--- src/rtl/rvc_aligner.sv ---
// Halfword realignment buffer: turns aligned fetch words into whole 16/32-bit instructions with PC and error.
// Head outputs decode combinationally from registered state; fetch ready depends only on registered count.
module rvc_aligner #(
  parameter int                FETCH_HW  = 2,
  parameter int                DEPTH_HW  = 6,
  parameter int                ADDR_W    = 32,
  parameter logic [ADDR_W-1:0] BOOT_ADDR = '0
) (
  input  logic                    s_clk_i,
  input  logic                    s_reset_i,
  input  logic                    s_flush_i,
  input  logic [ADDR_W-1:0]       s_flush_addr_i,
  input  logic                    s_fetch_valid_i,
  output logic                    s_fetch_ready_o,
  input  logic [16*FETCH_HW-1:0]  s_fetch_data_i,
  input  logic                    s_fetch_err_i,
  output logic                    s_instr_valid_o,
  input  logic                    s_instr_ready_i,
  output logic [31:0]             s_instr_o,
  output logic                    s_instr_rvc_o,
  output logic                    s_instr_err_o,
  output logic [ADDR_W-1:0]       s_instr_pc_o
);

  localparam int CW = $clog2(DEPTH_HW + 1);
  localparam int SW = (FETCH_HW > 1) ? $clog2(FETCH_HW) : 1;

  logic [15:0]         hw_q [DEPTH_HW];
  logic [15:0]         hw_d [DEPTH_HW];
  logic [DEPTH_HW-1:0] err_q, err_d;
  logic [CW-1:0]       cnt_q, cnt_d;
  logic [ADDR_W-1:0]   pc_q, pc_d;
  logic [SW-1:0]       skip_q, skip_d;

  logic [1:0] head_sz;
  logic [1:0] pop_sz;
  logic       push, pop;
  int         base;

  assign s_fetch_ready_o = (DEPTH_HW - int'(cnt_q)) >= FETCH_HW;
  assign s_instr_pc_o    = pc_q;

  always_comb begin
    s_instr_valid_o = 1'b0;
    s_instr_o       = '0;
    s_instr_rvc_o   = 1'b0;
    s_instr_err_o   = 1'b0;
    head_sz         = 2'd0;
    if (cnt_q != '0) begin
      if (hw_q[0][1:0] != 2'b11) begin
        s_instr_valid_o = 1'b1;
        s_instr_rvc_o   = 1'b1;
        s_instr_o       = {16'h0000, hw_q[0]};
        s_instr_err_o   = err_q[0];
        head_sz         = 2'd1;
      end else if (int'(cnt_q) >= 2) begin
        s_instr_valid_o = 1'b1;
        s_instr_o       = {hw_q[1], hw_q[0]};
        s_instr_err_o   = err_q[0] | err_q[1];
        head_sz         = 2'd2;
      end else if (err_q[0]) begin
        // Upper half will never be trustworthy; release the lone erroring halfword.
        s_instr_valid_o = 1'b1;
        s_instr_o       = {16'h0000, hw_q[0]};
        s_instr_err_o   = 1'b1;
        head_sz         = 2'd1;
      end
    end
  end

  assign push   = s_fetch_valid_i & s_fetch_ready_o & ~s_flush_i;
  assign pop    = s_instr_valid_o & s_instr_ready_i & ~s_flush_i;
  assign pop_sz = pop ? head_sz : 2'd0;

  always_comb begin
    base   = int'(cnt_q) - int'(pop_sz);
    err_d  = '0;
    for (int i = 0; i < DEPTH_HW; i++) begin
      hw_d[i] = '0;
      if (i + int'(pop_sz) < DEPTH_HW) begin
        hw_d[i]  = hw_q[i + int'(pop_sz)];
        err_d[i] = err_q[i + int'(pop_sz)];
      end
    end
    if (push) begin
      for (int k = 0; k < FETCH_HW; k++) begin
        if (k >= int'(skip_q) && (base + k - int'(skip_q)) < DEPTH_HW) begin
          hw_d[base + k - int'(skip_q)]  = s_fetch_data_i[16*k +: 16];
          err_d[base + k - int'(skip_q)] = s_fetch_err_i;
        end
      end
    end
    cnt_d  = CW'(base + (push ? (FETCH_HW - int'(skip_q)) : 0));
    pc_d   = pc_q + ADDR_W'({pop_sz, 1'b0});
    skip_d = push ? '0 : skip_q;
    if (s_flush_i) begin
      cnt_d  = '0;
      pc_d   = {s_flush_addr_i[ADDR_W-1:1], 1'b0};
      skip_d = SW'((s_flush_addr_i >> 1) & ADDR_W'(FETCH_HW - 1));
    end
  end

  always_ff @(posedge s_clk_i or posedge s_reset_i) begin
    if (s_reset_i) begin
      cnt_q  <= '0;
      skip_q <= '0;
      pc_q   <= {BOOT_ADDR[ADDR_W-1:1], 1'b0};
      err_q  <= '0;
      for (int i = 0; i < DEPTH_HW; i++) hw_q[i] <= '0;
    end else begin
      cnt_q  <= cnt_d;
      skip_q <= skip_d;
      pc_q   <= pc_d;
      err_q  <= err_d;
      hw_q   <= hw_d;
    end
  end

endmodule
--- config.mk ---
export PLATFORM = sky130hd
export DESIGN_NAME = rvc_aligner
export DESIGN_NICKNAME = d
export VERILOG_FILES = /design/src/rtl/rvc_aligner.sv
export SDC_FILE = /design/constraint.sdc
export NUM_CORES = 1
export LEC_CHECK = 0
export ABC_AREA = 1
export CAP_MARGIN = 20
export CORE_ASPECT_RATIO = 0.75
export CORE_MARGIN = 4
export CORE_UTILIZATION = 40
export CTS_CLUSTER_SIZE = 40
export DETAILED_ROUTE_END_ITERATION = 16
export PLACE_DENSITY = 0.57
export RECOVER_POWER = 50
export REMOVE_ABC_BUFFERS = 1
export SLEW_MARGIN = 20
export SYNTH_ARGS = -nofsm -noshare
export SYNTH_HDL_FRONTEND = slang
export SYNTH_SLANG_ARGS = --single-unit
export TNS_END_PERCENT = 30
--- constraint.sdc ---
create_clock -name s_clk_i -period 11.47 [get_ports s_clk_i]
set_input_delay 2.294 -clock s_clk_i [delete_from_list [all_inputs] [get_ports s_clk_i]]
set_output_delay 2.294 -clock s_clk_i [all_outputs]
set_load 0.005 [all_outputs]
==> metrics.md, run 1 <==
| Metric | Value |
|---|---|
| Min-delay src | s_instr_pc_o[31] |
| Hold slack | 544 ps |
| Worst Setup Start Kind | input pin |
| CTS sink count | roughly 140 |
| Cell repeated most along the worst path | nand2_1 |
| Area share of the largest cell type after synthesis | between 20 and 30% |
| Crit Path Class | input pin to flop |
| Die W | 203 um |
| Peak VDD IR | 182 uV |
| Period utilization | approximately two thirds |
| CTS buffer count | 17 |
| Top Ports | approximately 140 |
| M1 GR Usage | 40.8% |
| Synth area leader | dfrtp_1 |
| Worst Hold End | s_instr_pc_o[31] |
| DRT antenna net count | 0 |
| Buffers on Ports | around 140 |
| Layout Nets | 2071 |
| Sequential cell area | 3430 um^2 |
| GRT met2 Usage | 41.4% |
| Top cells by area, synth | dfrtp_1 (30%), nand2_1 (23%), inv_1 (7.5%) |
| Worst slack, placed | around 4000 ps |
| Worst path required time | roughly 12000 ps |
| GP Congestion | 0.859 |
| Global-route wire length before repair | 67.5 mm |
| Library cells used by synthesis | 42 |
| R2R setup slack | 5530 ps |
| Wire per inst | around 19 um |
| TNS Setup | 0 ps |
| Vias per cell | 5.25 |
| Critical Path AT | 8150 ps |
| Mapped cell area | 11400 um^2 |
| Die height | 154 um |
| Post-route DRC | 0 |
| DIE AREA | around 31000 um^2 |
| Hold Path Stages | 3 |
| CP Capture Type | flop |
| Vias in the first global route | 11500 |
| Most Crowded Layer GR | met2 |
| Fill cells | slightly above 3000 |
| Mapped Cells | 1906 |
| Max Fanout on Critical Path | 40 |
| Critical path's slowest cell | clkbuf_1 |
| Postcts setup bufs | 0 |
| Fin crit period | 7810 ps |
| Count of pins over their slew limit | 181 |
| Multi-input logic area | 6590 um^2 |
| Buffers from clock root to sink, at most | 2 |
| Syn_area_per_cell | 6.00 um^2 |
| Failing checks | max-capacitance violations, max-slew violations |
| Clock Tree Root | clkbuf_16 |
| Power density over the cells | 220 nW/um^2 |
| CP max stage delay | 1270 ps |
| Fmax | 128 MHz |
| CTS clk-pin slew, worst paths | about 60 ps |
| Cell Rows | between 50 and 60 |
| Synthesis warning total | 0 |
| GRT Util Overall | 27.8% |
| Worst-margin pin slew | 4270 ps |
| Max-cap violations | 3 |
| Seq/Total Area, Yosys | between 20 and 30% |
| R2R cell count | 22 |
| Max-slew headroom | -186% |
| DPL Wire Length | 27.1 mm |
| Dpl cell area | ~13000 um^2 |
| Outcome | complete, but fails checks |
| DRT Pass-1 Iters | 6 |
| Congestion Overflow GR | 0 |
| Largest net degree at the start of global routing | 90 |
| RSZ-0062 raised after global routing | no |
| Seq cells post-synth | 137 |
| DRT iter0 DRCs | approximately 1200 |
| Setup Viol. Count Final | 0 |
| TritonCTS clock tree | yes |
| Cts repair resizes | 0 |
| Post-Route WL | 44.2 mm |
| RR Endpoint | hw_q[10] |
| Htree depth | 4 |
| Crit-path cells | clkdlybuf4s50_1 -> clkbuf_1 -> nor2_4 -> buf_4 -> nand3_4 -> inv_2 -> ha_1 -> inv_1 -> fa_1 -> ha_1 -> nor2_2 -> fa_1 -> nand2_1 -> inv_2 -> nand4_2 -> inv_2 -> nand2_1 -> o21ai_0 -> nand2_1 -> nand2_1 -> inv_1 |
| Initial Util | just over 40% |
| Synthesis-to-layout area growth | 18.4% |
| Hold_buf cts | 0 |
| Met3 Usage GRT | 5.39% |
| Worst setup margin | 3660 ps |
| Layout cells sized above 1 | 5.32% |
| Std-Cell Core Area | 28100 um^2 |
| Reg2reg start | cnt_q[1] |
| Design area | 13500 um^2 |
| Finished Core Util | between 40% and 50% |
| Hold crit path type | flop to flop |
| Antenna fix cells | 0 |
| Clk_skew | 10.6 ps |
| Initial antenna violation count | 0 |
| Worst-Skew Late Latency | 450 ps |
| Final hold violations | 0 |
| Via count | 12500 |
| Origin of the worst setup path | s_flush_i |
| Static Leakage | approximately 7.1 nW |
worst max-delay path, delay by kind of cell:
family                   cells  cell delay [ps]
AND/OR/NAND/NOR              8             1450
buffers and inverters        8             3170
AO/OA/AOI/OAI                1              100
adder cells (fa/ha/maj)      4             1100
state kept, by name, summed over array words and instances (netlist names):
| signal | flops |
|---|---|
| skip_q | 1 |
| err_q | 6 |
| cnt_q | 3 |
| s_instr_pc_o | 31 |
| hw_q | 96 |
power breakdown:
| group | switching, mW | internal, mW |
|---|---|---|
| Clock | 0.242 | 0.368 |
| Sequential | 0.0987 | 0.681 |
| Combinational | 1.07 | 0.531 |
logic make-up after synthesis:
logic type	after synthesis	synth area share (%)
flops	137	30.0
compound gates	243	11.1
simple gates	1133	42.2
xor+xnor	16	1.22
fa+ha+maj	22	2.67
other cells	1	0.0328
mux	3	0.262
buf+inv	351	12.6
cells in the final DEF, fill, tap and decap left out, drive strengths merged, types with 4 or more instances in the layout:
cell / count
a21oi: 58
a31oi: 5
buf: 18
bufinv: 4
clkbuf: 21
clkdlybuf4s50: 103
clkinv: 14
clkinvlp: 4
dfrtp: 137
dlygate4sd3: 32
fa: 4
ha: 18
inv: 241
nand2: 734
nand3: 167
nand4: 66
nor2: 145
nor3: 13
o211ai: 5
o21ai: 169
or2: 5
xnor2: 6
xor2: 10
worst max-delay path by stage:
stage	endpoint	cells past startpoint
floorplan	err_q[0]	19
global placement	hw_q[10]	21
detailed placement	hw_q[10]	21
CTS	hw_q[10]	21
global route	err_q[4]	3
finish	hw_q[10]	21
synthesized netlist by cell type, drive strengths merged:
master / instances
inv: 242
a31oi: 5
dfrtp: 137
nor2: 145
or2: 5
nor3: 13
ha: 18
fa: 4
nor4: 3
o21bai: 1
mux2i: 3
nand2: 734
o21ai: 169
nand4: 66
o211ai: 5
o31ai: 2
a21oi: 58
clkbuf: 43
conb: 1
nand3: 167
buf: 58
xnor2: 6
clkinv: 8
o22ai: 3
xor2: 10
per-stage QoR:
stage | total power [mW] | instances
6_report | 2.99 | 2377
5_1_grt | 3.24 | 2377
4_1_cts | 2.97 | 2377
3_5_place_dp | 2.36 | 2345
3_3_place_gp | 2.33 | 2345
2_1_floorplan | 1.81 | 1805
layer usage:
metal  wire length (um)  vias to the layer above  share of wire, %
met2              19000                      571                43
met3               3930                       89               8.9
met5                  0                        -                 0
met1              20100                     5652                46
met4               1180                        0               2.7
li1                   -                     6161                 -
final cells by class:
type | instances | share of cell area [%]
clock inverters | 13 | 1.30
clock buffers | 19 | 3.27
repair buffers | 155 | 11.0
inverters | 250 | 6.94
multi-input cells | 1418 | 48.6
flip-flops and latches | 137 | 25.3
well taps | 385 | 3.56
No activity file was read; power rests on OpenSTA's default activity.
==> inputs of run 2 (changes only) <==
==> constraint.sdc (replaced) <==
create_clock -name s_clk_i -period 7.97 [get_ports s_clk_i]
set_input_delay 1.594 -clock s_clk_i [delete_from_list [all_inputs] [get_ports s_clk_i]]
set_output_delay 1.594 -clock s_clk_i [all_outputs]
set_load 0.005 [all_outputs]
==> run 2 against run 1 <==
The run still ends with max-capacitance violations, max-slew violations left. Clock power grew 33%. Largest power group unchanged. Critical path depth shrank 10. Utilization shrank 0.062 points. Clock skew shrank 2.9 ps. Critical endpoint is now hw_q[71]. Count of clock-buffer cells in the layout grew 4.
==> metrics.md, run 2 (synthesis gave the netlist of run 1 again) <==
| Metric | Value |
|---|---|
| Outcome | complete, but fails checks |
| Failing checks | max-capacitance violations, max-slew violations |
| Buffers from clock root to sink, at most | 2 (unchanged) |
| Power density over the cells | 314 nW/um^2 (+42%) |
| Max-cap violations | 2 (-1) |
| GP Congestion | 0.882 (+2.6%) |
| Critical Path AT | 6970 ps (-1180 ps) |
| DRT antenna net count | 0 (unchanged) |
| Htree depth | 4 (unchanged) |
| CTS clk-pin slew, worst paths | 60 ps (about the same) |
| Peak VDD IR | 161 uV (-12%) |
| Post-route DRC | 0 (unchanged) |
| Die W | 203 um (unchanged) |
| Commonest non-fill, non-tap cell in the layout | nand2_1 |
| Vias per cell | 5.29 (+0.77%) |
| GRT met2 Usage | 42.7% (+1.3 points) |
| GRT Util Overall | 28.0% (+0.15 points) |
| Max reg flops | 96 (unchanged) |
| Synthesis-to-layout area growth | 18.2% |
| Levels on crit path | 11 (-48%) |
| Buffers on Ports | 135 (unchanged) |
| Setup Viol. Count Final | 0 (unchanged) |
| DPL Wire Length | 27.8 mm (+2.8%) |
| Max-slew headroom | -208% (-22 points) |
| Initial antenna violation count | 0 (unchanged) |
| Met3 Usage GRT | 4.99% (-0.40 points) |
| Layout Nets | 2075 (+0.19%) |
| Global-route wire length before repair | 67.6 mm (+0.17%) |
| Max Fanout on Critical Path | 55 (+38%) |
| Critical path's slowest cell | clkbuf_1 |
| Layout cells sized above 1 | 5.46% (+0.14 points) |
| Total Power | 4.25 mW (+42%) |
| Static Leakage | 7.12 nW (about the same) |
| CP Capture Type | flop |
| TritonCTS clock tree | yes |
| DIE AREA | 31400 um^2 (unchanged) |
| Largest Register | hw_q |
| Period utilization | about 83% |
| Largest delay share family, worst path | buffers and inverters |
| Worst path required time | 8300 ps (-3510 ps) |
| Worst-Skew Late Latency | 440 ps (about the same) |
| Hold Path Stages | 3 (unchanged) |
| Cts repair resizes | 0 (unchanged) |
| CP max stage delay | 1260 ps (about the same) |
| RSZ-0062 raised after global routing | no |
| Fmax | 151 MHz |
| Cell Rows | 53 (unchanged) |
| Via count | 12600 (+0.90%) |
| Fin crit period | around 6600 ps |
| Hold_buf cts | 0 (unchanged) |
| Worst Setup Start Kind | input pin |
| Largest net degree at the start of global routing | 93 (+3.3%) |
| Vias in the first global route | 11600 (+1.4%) |
| Initial Util | 40.7% (unchanged) |
| Congestion Overflow GR | 0 (unchanged) |
| Most Crowded Layer GR | met2 |
| Buf/Inv on CP | 7 (-1) |
| Clk_skew | 7.75 ps (-2.85 ps) |
| Crit Path Class | input pin to flop |
| CTS buffer count | 17 (unchanged) |
| Final hold violations | 0 (unchanged) |
| Worst-margin pin slew | 4590 ps (+324 ps) |
| M1 GR Usage | 40.5% (-0.37 points) |
| TNS Setup | 0 ps (unchanged) |
| Antenna fix cells | 0 (unchanged) |
| Wire per inst | 18.8 um (+0.90%) |
| DRT iter0 DRCs | 1145 (-6.1%) |
| CTS sink count | 137 (unchanged) |
| DRT Pass-1 Iters | 6 (unchanged) |
| Count of pins over their slew limit | 133 (-27%) |
| Crit-path cells | dlygate4sd3_1 -> clkbuf_1 -> inv_1 -> nand3_2 -> buf_4 -> inv_2 -> buf_4 -> nand2_2 -> nand3_1 -> nand2_1 -> inv_1 |
| R2R cell count | 25 (+14%) |
| Hold crit path type | flop to flop |
| Die height | 154 um (unchanged) |
| Top Ports | 138 (unchanged) |
| Clock Tree Root | clkbuf_16 |
| Postcts setup bufs | 0 (unchanged) |
| Std-Cell Core Area | 28100 um^2 (unchanged) |
| Commonest cells after routing, fill and taps aside | nand2_1 (715), inv_1 (229), nand3_1 (163), dfrtp_1 (137), nor2_1 (136) |
| Post-Route WL | 44.7 mm (+1.0%) |
[run 2: power breakdown]
group          total, mW  internal [mW]  switching, mW  leakage [nW]
clock network      0.813          0.482          0.331         0.279
registers           1.12          0.980          0.141          1.62
logic               2.31          0.771           1.54          5.22
[run 2: layout make-up]
class | count | area [um^2]
inverters | 250 | 940
well taps | 385 | 482
flip-flops and latches | 137 | 3430
multi-input cells | 1418 | 6580
clock inverters | 8 | 95.1
repair buffers | 159 | 1530
fillers | 3029 | 14600
clock buffers | 23 | 478
[run 2: worst paths after layout]
kind | start | endpoint | slack [ps]
hold reg to reg | s_instr_pc_o[31] | s_instr_pc_o[31] | 560
setup reg to reg | cnt_q[1] | hw_q[71] | 2510
setup / recovery | s_flush_i | hw_q[71] | 1330
max in group asynchronous | s_reset_i | hw_q[23] | 2270
min in group asynchronous | s_reset_i | hw_q[93] | 3020
hold / removal | s_instr_pc_o[31] | s_instr_pc_o[31] | 560
[run 2: per-layer routing]
metal  vias to the layer above  wire [um]
met1                      5750      20000
met5                         -          0
met2                       584      19400
li1                       6170          -
met3                        81       4280
met4                         0       1020
[run 2: worst reg2reg max path: cells and delay by family, from the launching register on]
family,cells,cell delay [ps]
compound gates,2,430
fa+ha+maj,4,980
buf+inv,6,920
flops,1,470
simple gates,13,2620
[run 2: per-stage QoR]
stage / utilization [%] / instance area [um^2] / instances / hold slack (ps) / setup WS (ps)
floorplan: - / 10900 / 1805 / 514 / 153
global placement: 46.1 / 13000 / 2349 / 547 / 1620
detailed placement: 46.1 / 13000 / 2349 / 559 / 1550
CTS: 48.2 / 13500 / 2380 / 569 / 2000
global route: 48.1 / 13500 / 2380 / 625 / 961
finish: 48.1 / 13500 / 2380 / 558 / 1330
==> inputs of run 3 (changes only) <==
==> constraint.sdc (replaced) <==
create_clock -name s_clk_i -period 6.8 [get_ports s_clk_i]
set_input_delay 1.36 -clock s_clk_i [delete_from_list [all_inputs] [get_ports s_clk_i]]
set_output_delay 1.36 -clock s_clk_i [all_outputs]
set_load 0.005 [all_outputs]
==> run 3 against run 2 <==
The run still ends with max-capacitance violations, max-slew violations left. Hold slack better by 30 ps. Sequential cell count stayed put. Cell count is 0.13% higher. Count of clock-buffer cells in the layout is 4 lower. Clock power is 30% higher. Clock skew is 1.8 ps higher. Critical path type is now flop to flop. Highest routed layer unchanged.
==> metrics.md, run 3 (synthesis gave the netlist of run 1 again) <==
| Metric | Value |
|---|---|
| Post-Route WL | 44.6 mm (-0.20%) |
| CP Capture Type | flop |
| CTS sink count | 137 (unchanged) |
| Crit Path Class | flop to flop |
| Synthesis-to-layout area growth | 19.0% |
| Die height | 154 um (unchanged) |
| Vias per cell | 5.32 (+0.60%) |
| Layout Nets | 2077 (+0.096%) |
| Dpl cell area | 13000 um^2 (+0.12%) |
| Buffers on Ports | 135 (unchanged) |
| GRT Util Overall | 27.8% (-0.16 points) |
| Cts repair resizes | 0 (unchanged) |
| RR Endpoint | err_q[5] |
| Layout cells sized above 1 | 5.61% (+0.14 points) |
| DIE AREA | 31400 um^2 (unchanged) |
| Top Ports | 138 (unchanged) |
| Static Leakage | 7.15 nW (+0.50%) |
| Hold Path Stages | 2 (-1) |
| TNS Setup | 0 ps (unchanged) |
| Commonest cells after routing, fill and taps aside | nand2_1 (715), inv_1 (230), nand3_1 (163), dfrtp_1 (137), nor2_1 (136) |
| Worst-Skew Late Latency | 440 ps (about the same) |
| Fin crit period | around 5400 ps |
| DRT antenna net count | 0 (unchanged) |
| Hold_buf cts | 0 (unchanged) |
| Initial Util | 40.7% (unchanged) |
| Htree depth | 4 (unchanged) |
| Failing checks | max-capacitance violations, max-slew violations |
| Design area | 13600 um^2 (+0.61%) |
| Largest net degree at the start of global routing | 97 (+4.3%) |
| Peak VDD IR | 196 uV (+22%) |
| Setup Viol. Count Final | 0 (unchanged) |
| Fmax | 186 MHz |
| Std-Cell Core Area | 28100 um^2 (unchanged) |
| Min-delay src | skip_q |
| Max reg flops | 96 (unchanged) |
| Congestion Overflow GR | 0 (unchanged) |
| Max-cap violations | 2 (unchanged) |
| Wire per inst | 18.7 um (-0.33%) |
| CTS clk-pin slew, worst paths | 60 ps (about the same) |
| TritonCTS clock tree | yes |
| Worst setup margin | 1420 ps (+95.2 ps) |
| Hold crit path type | flop to flop |
| Post-route DRC | 0 (unchanged) |
| Outcome | complete, but fails checks |
| Commonest non-fill, non-tap cell in the layout | nand2_1 |
| Clock Tree Root | clkbuf_16 |
| DRT iter0 DRCs | 1471 (+28%) |
| RSZ-0062 raised after global routing | no |
| Power density over the cells | 372 nW/um^2 (+19%) |
| Final hold violations | 0 (unchanged) |
| GP Congestion | 0.874 (-0.85%) |
| DPL Wire Length | 27.6 mm (-0.68%) |
| Initial antenna violation count | 0 (unchanged) |
| Worst path required time | 7120 ps (-1180 ps) |
| Postcts setup bufs | 0 (unchanged) |
| Max Fanout on Critical Path | 36 (-35%) |
| Vias in the first global route | 11300 (-2.6%) |
| Max-slew headroom | -150% (+57 points) |
| R2R setup slack | 1420 ps (-1090 ps) |
| Via count | 12700 (+0.73%) |
| Die W | 203 um (unchanged) |
| Worst slack, placed | 1300 ps (-247 ps) |
| Antenna fix cells | 0 (unchanged) |
| Cell Rows | 53 (unchanged) |
| Worst Hold End | skip_q |
| Global-route wire length before repair | 67.4 mm (-0.33%) |
| Reg2reg start | cnt_q[1] |
| Period utilization | 79.1% |
| Largest Register | hw_q |
| Worst-margin pin slew | 3760 ps (-837 ps) |
| DRT Pass-1 Iters | 5 (-1) |
| Clk_skew | 9.57 ps (+1.82 ps) |
| Worst Setup Start Kind | flop |
| CTS buffer count | 17 (unchanged) |
| Buffers from clock root to sink, at most | 2 (unchanged) |
| Critical Path AT | 5690 ps (-1280 ps) |
| R2R cell count | 23 (-8.0%) |
| Count of pins over their slew limit | 132 (-0.75%) |
==> run 3: cell types whose count changed in the layout (fill, tap and decap cells not counted), sizes merged <==
cell / change
dlygate4sd3: -1
clkdlybuf4s50: +1
bufinv: +3
inv: +1
buf: +2
clkinvlp: +1
clkbuf: -4
==> run 3: final cells by class <==
type                            instances  area, um^2
Multi-Input combinational cell       1418        6580
Clock inverter                         13         200
Timing Repair Buffer                  161        1540
Tap cell                              385         482
Inverter                              250         938
Sequential cell                       137        3430
Clock buffer                           19         443
Fill cell                            3011       14500
==> run 3: power by group <==
group	total [mW]	switching (mW)	internal, mW
sequential	1.31	0.165	1.15
clock	1.06	0.398	0.658
combinational	2.70	1.80	0.903
total	5.07	2.36	2.71
==> run 3: worst max path at each step <==
stage                    start       end  slack (ps)  cells past startpoint
6_report              cnt_q[1]  err_q[5]        1420                     23
5_1_grt              s_reset_i  hw_q[80]         980                      3
4_1_cts               cnt_q[1]  hw_q[57]        1510                     20
3_5_place_dp         s_flush_i  hw_q[57]        1300                     15
3_3_place_gp   s_instr_ready_i  hw_q[57]        1360                     16
2_1_floorplan  s_instr_ready_i  err_q[0]        -780                     19
==> run 3: per-layer routing <==
layer,global-route usage [%],up-vias,share of wire [%]
li1,-,6173,-
met5,0,-,0
met2,42.0,591,43
met4,6.90,0,2.0
met3,5.32,70,10
met1,41.1,5843,45
==> run 3: critical path: stages, from the launching register on <==
cell and delay (ps):
dfrtp_1 460, inv_1 130, ha_1 250, a21oi_1 170, nand2_1 80, nand2_2 740
nand3_4 120, inv_2 100, ha_1 130, inv_1 50, fa_1 420, inv_1 90
nand2_1 80, nand2_4 120, ha_1 150, nand2_1 80, nor2_1 110, nand2_1 90
a21oi_2 240, nand4_2 630, nand2_1 310, nand2_2 370, nand3_1 240, nand2_1 60
==> run 3: per-stage QoR <==
| stage | total power, mW | hold slack [ps] | std cells | utilization [%] |
|---|---|---|---|---|
| floorplan | 3.06 | 514 | 1805 | - |
| global placement | 3.94 | 546 | 2351 | 46.2 |
| detailed placement | 3.97 | 560 | 2351 | 46.2 |
| CTS | 5.04 | 574 | 2383 | 48.5 |
| global route | 5.50 | 612 | 2383 | 48.4 |
| finish | 5.07 | 589 | 2383 | 48.4 |
